<file path="src/rtl/iter_shifter.sv">
// Multi-cycle shifter/rotator: shifts by up to STEP bits per cycle until the requested
// amount is consumed. Supports SLL/SRL/ROL/SRA, valid/ready on both sides and a flush input.
module iter_shifter #(
    parameter  int WIDTH = 32,
    parameter  int STEP  = 4,
    localparam int SHW   = $clog2(WIDTH)
) (
    input  logic             clk,
    input  logic             rst_n,
    input  logic             flush,
    input  logic             in_valid,
    output logic             in_ready,
    input  logic [WIDTH-1:0] in_data,
    input  logic [SHW-1:0]   in_shamt,
    input  logic [1:0]       in_op,
    output logic             out_valid,
    input  logic             out_ready,
    output logic [WIDTH-1:0] out_data,
    output logic             busy
);

    localparam int              SHW1    = SHW + 1;
    localparam logic [SHW:0]    STEP_K  = SHW1'(STEP);
    localparam logic [SHW:0]    WIDTH_K = SHW1'(WIDTH);

    typedef enum logic [1:0] {IDLE, BUSY, DONE} state_t;

    state_t           state, state_next;
    logic [WIDTH-1:0] data, shifted;
    logic [1:0]       op;
    logic [SHW-1:0]   remaining, rem_next;
    logic [SHW:0]     k;
    logic             accept;

    assign in_ready  = !flush && (state == IDLE || (state == DONE && out_ready));
    assign accept    = in_valid && in_ready;
    assign out_valid = (state == DONE);
    assign busy      = (state != IDLE);

    // k never exceeds remaining (< WIDTH), so truncating it to SHW bits is lossless.
    always_comb begin
        k        = ({1'b0, remaining} >= STEP_K) ? STEP_K : {1'b0, remaining};
        rem_next = remaining - k[SHW-1:0];
        shifted  = data;
        case (op)
            2'b00: shifted = data << k;
            2'b01: shifted = data >> k;
            2'b10: shifted = (data << k) | (data >> (WIDTH_K - k));
            2'b11: shifted = $unsigned($signed(data) >>> k);
        endcase
    end

    always_comb begin
        state_next = state;
        if (flush) begin
            state_next = IDLE;
        end else begin
            case (state)
                IDLE: if (accept) state_next = (in_shamt == '0) ? DONE : BUSY;
                BUSY: if (rem_next == '0) state_next = DONE;
                DONE: if (out_ready) begin
                    if (accept) state_next = (in_shamt == '0) ? DONE : BUSY;
                    else        state_next = IDLE;
                end
                default: state_next = IDLE;
            endcase
        end
    end

    always_ff @(posedge clk or negedge rst_n) begin
        if (!rst_n) state <= IDLE;
        else        state <= state_next;
    end

    // out_data is a separate register so intermediate BUSY values never reach the port.
    always_ff @(posedge clk or negedge rst_n) begin
        if (!rst_n) begin
            data      <= '0;
            op        <= '0;
            remaining <= '0;
            out_data  <= '0;
        end else if (flush) begin
            remaining <= '0;
        end else if (accept) begin
            data      <= in_data;
            op        <= in_op;
            remaining <= in_shamt;
            if (in_shamt == '0) out_data <= in_data;
        end else if (state == BUSY) begin
            data      <= shifted;
            remaining <= rem_next;
            if (rem_next == '0) out_data <= shifted;
        end
    end

endmodule

</file>
<file path="config.mk">
export PLATFORM = sky130hd
export DESIGN_NAME = iter_shifter
export DESIGN_NICKNAME = d
export VERILOG_FILES = /design/src/rtl/iter_shifter.sv
export SDC_FILE = /design/constraint.sdc
export NUM_CORES = 1
export LEC_CHECK = 0
export ABC_AREA = 1
export CORE_MARGIN = 4
export CORE_UTILIZATION = 55
export CTS_BUF_LIST = sky130_fd_sc_hd__clkbuf_4
export DETAILED_ROUTE_END_ITERATION = 8
export MAX_ROUTING_LAYER = met4
export PLACE_DENSITY = 0.82
export SLEW_MARGIN = 20
export SYNTH_ARGS = -nofsm -noshare
export SYNTH_HDL_FRONTEND = slang
export SYNTH_SLANG_ARGS = --single-unit
</file>
<file path="constraint.sdc">
create_clock -name clk -period 7 [get_ports clk]
set_input_delay 1.75 -clock clk [delete_from_list [all_inputs] [get_ports clk]]
set_output_delay 1.75 -clock clk [all_outputs]
set_load 0.01 [all_outputs]
</file>
==> impl_metrics.py <==
metrics = {
    "cts": {
        "path_clk_slew_ps": 130,
        "cts_root_buffer": "clkbuf_4",
        "cts_tree": "yes",
        "cts_sinks": 73,
        "h-tree-depth": 3,
        "insertion_delay_ps": 440,
        "cts_resized": 0,
        "hold_buffers": 0,
        "clockBufferDepth": 2,
        "post_cts_buffers": 0,
        "cts_made_buffers": 9,
    },
    "final_layout": {
        "final_cells": 1269,
        "layout.nets": 1167,
        "fill_cells": 1112,
        "syn_to_final_growth_pct": 13.03,
        "drive_above_1_share": 0.05778,
    },
    "pwr": {
        "p_sw_frac": 0.5688,
        "p_int_mw": 1.386,
        "p_seq_frac": 0.231,
        "pwr-share-comb": 0.694,
        "peakVddDrop_uv": 316.8,
        "clockPowerShare": 0.075,
        "leakagePower_nw": 3.711,
        "power_density_nw_per_um2": 444.8,
        "netSwitchingPower_mw": 1.828,
    },
    "timing": {
        "worst_slew_pin_slew_ps": 1130,
        "relSlewSlack": 0.2440,
        "final.min_clock_period_ps": 4874,
        "setup_viol": 0,
        "tns_ps": 0,
        "period_share": 0.6963,
        "finalMaxSlewViolations": 0,
        "final_hold_viol_count": 0,
        "clock_skew_ps": 15.55,
        "rsz0062_at_grt": "no",
        "fmax_ghz": 0.2052,
        "finalWorstSetupSlack_ps": 2126,
    },
    "die": {
        "die_w_um": 115.8,
        "initial_core_util": 0.5599,
        "placement_rows": 39,
        "core_um2": 11420,
        "ioPinCount": 79,
        "dieArea_um2": 13410,
        "die_h_um": 115.8,
    },
    "setup_path": {
        "rr_startpoint": "remaining[3]",
        "crit_arrival_ps": 3120,
        "worstPathMaxFanout": 3,
        "critPathLaunchType": "input port",
        "crit_type": "input port to primary output",
        "r2r_setup_slack_ps": 2500,
        "crit_required_ps": 5250,
        "cp-end-kind": "primary output",
        "cp-startpoint": "flush",
    },
    "global_routing": {
        "grt_max_degree": 74,
        "antenna_found_initial": 1,
        "grt_first_pass_wirelength_mm": 36.78,
        "globalRouteTotalUtil": 0.3618,
        "globalRouteOverflowTotal": 0,
        "grt_pass1_vias": 6834,
    },
    "synthesis": {
        "ys_types": 35,
        "async_flop_share": 1.000,
        "ys_seq_elements": 73,
        "synthFlopType": "dfrtp_1",
        "synth_nets": 1130,
        "syn_area_um2": 6394,
        "syn_area_per_cell_um2": 5.904,
        "synth_edf_count": 0,
        "post-synth-top-count-cell": "nand2_1",
        "yosys-top-cells-area": "dfrtp_1, nand2_1, nand3_1",
        "synth_cells": 1083,
        "yosysTopAreaCell": "dfrtp_1",
        "ys_warn_count": 0,
        "synth_top_area_share": 0.2857,
        "synth_common_cells": "nand2_1, nand3_1, inv_1, dfrtp_1, o21ai_0",
        "yosysSeqAreaShare": 0.2857,
    },
    "route": {
        "wl_met1_mm": 10.26,
        "drc": 0,
        "dr_wl_met3_mm": 2.778,
        "viasPerCell": 5.998,
        "wirelength_mm": 23.21,
        "dr.max_layer_used": "met4",
        "met2WireLength_mm": 9.611,
        "ant_nets": 0,
        "wl_per_cell_um": 18.29,
        "drtPass1Iterations": 6,
        "drt_iter0_drc": 1399,
        "num_vias": 7611,
    },
    "placed_design": {
        "io_buffer_count": 78,
        "dp_slack_ps": 2135,
        "gp_congestion": 1.034,
        "dp_cells": 1252,
        "post-dp-hpwl_mm": 16.39,
    },
    "worst_hold_path": {
        "hp-start": "out_data[29]",
        "hold_class": "register to register",
    },
    "run_status": {
        "status": "completed",
    },
    "run": {
        "max_cap_violations": 0,
    },
}
worst max-delay path, stage by stage:
cell,delay [ps]
clkdlybuf4s50_1,440
or2_1,250
nor2_1,130
clkdlybuf4s50_1,560
power groups by stage:
stage,logic [mW],registers (mW),clock network [mW]
finish,2.23,0.743,0.242
global route,2.46,0.760,0.265
CTS,2.15,0.736,0.245
detailed placement,2.14,0.739,0
global placement,2.14,0.742,0
floorplan,1.47,0.733,0
state kept, by name, indices dropped and copies added (netlist names):
register / cells
data: 32
out_data: 32
remaining: 5
op: 2
state: 2
per-stage QoR:
stage / util / power (mW) / hold slack [ps] / cell area (um^2)
floorplan: - / 2.199 / 448.9 / 6394
finish: 0.6329 / 3.214 / 498.4 / 7227
global placement: 0.6221 / 2.877 / 463.8 / 7103
CTS: 0.6327 / 3.133 / 497.7 / 7224
global route: 0.6329 / 3.486 / 519.6 / 7227
detailed placement: 0.6221 / 2.880 / 464.5 / 7103
placed cells by master (no fill, tap or decap), types with 4 or more instances in the layout:
| cell | synthesis | routed |
|---|---|---|
| nand2_1 | 446 | 446 |
| nand3_1 | 206 | 206 |
| clkdlybuf4s50_1 | 0 | 77 |
| inv_1 | 76 | 76 |
| dfrtp_1 | 73 | 73 |
| o21ai_0 | 46 | 46 |
| nor2_1 | 38 | 38 |
| or2_2 | 27 | 27 |
| a21oi_1 | 22 | 22 |
| nand4_1 | 21 | 21 |
| o211ai_1 | 14 | 14 |
| o21ai_1 | 14 | 14 |
| clkbuf_4 | 0 | 9 |
| nor3_1 | 6 | 6 |
| buf_4 | 6 | 6 |
| inv_2 | 4 | 4 |
| nor2_4 | 3 | 4 |
routing by layer:
layer / up-vias / GRT usage
li1: 3624 / -
met1: 3462 / 0.5515
met2: 472 / 0.4814
met3: 53 / 0.06736
met4: 0 / 0.1114
met5: - / -
logic make-up after synthesis:
kind of cell / after synthesis / share of synthesized area
other cells: 2 / 0.001175
fa+ha+maj: 3 / 0.005871
simple gates: 760 / 0.5196
buf+inv: 137 / 0.09237
flops: 73 / 0.2857
xor+xnor: 2 / 0.002740
compound gates: 106 / 0.09257
final timing paths:
| path | to | depth (start not counted) |
|---|---|---|
| max | in_ready | 4 |
| min | out_data[29] | 2 |
| max reg2reg | out_data[20] | 13 |
| min reg2reg | out_data[29] | 2 |
| max in group asynchronous | data[30] | 1 |
| min in group asynchronous | data[1] | 1 |
layout make-up:
cell class,count,area (um^2),share of cell area
multi-input cells,873,3981,0.5509
clock buffers,9,67.56,0.009349
flip-flops and latches,73,1827,0.2528
inverters,80,300.3,0.04155
diodes,1,2.502,0.0003463
clock inverters,7,53.80,0.007445
well taps,143,178.9,0.02476
repair buffers,83,815.8,0.1129
Power figures use the tool's default switching activity.
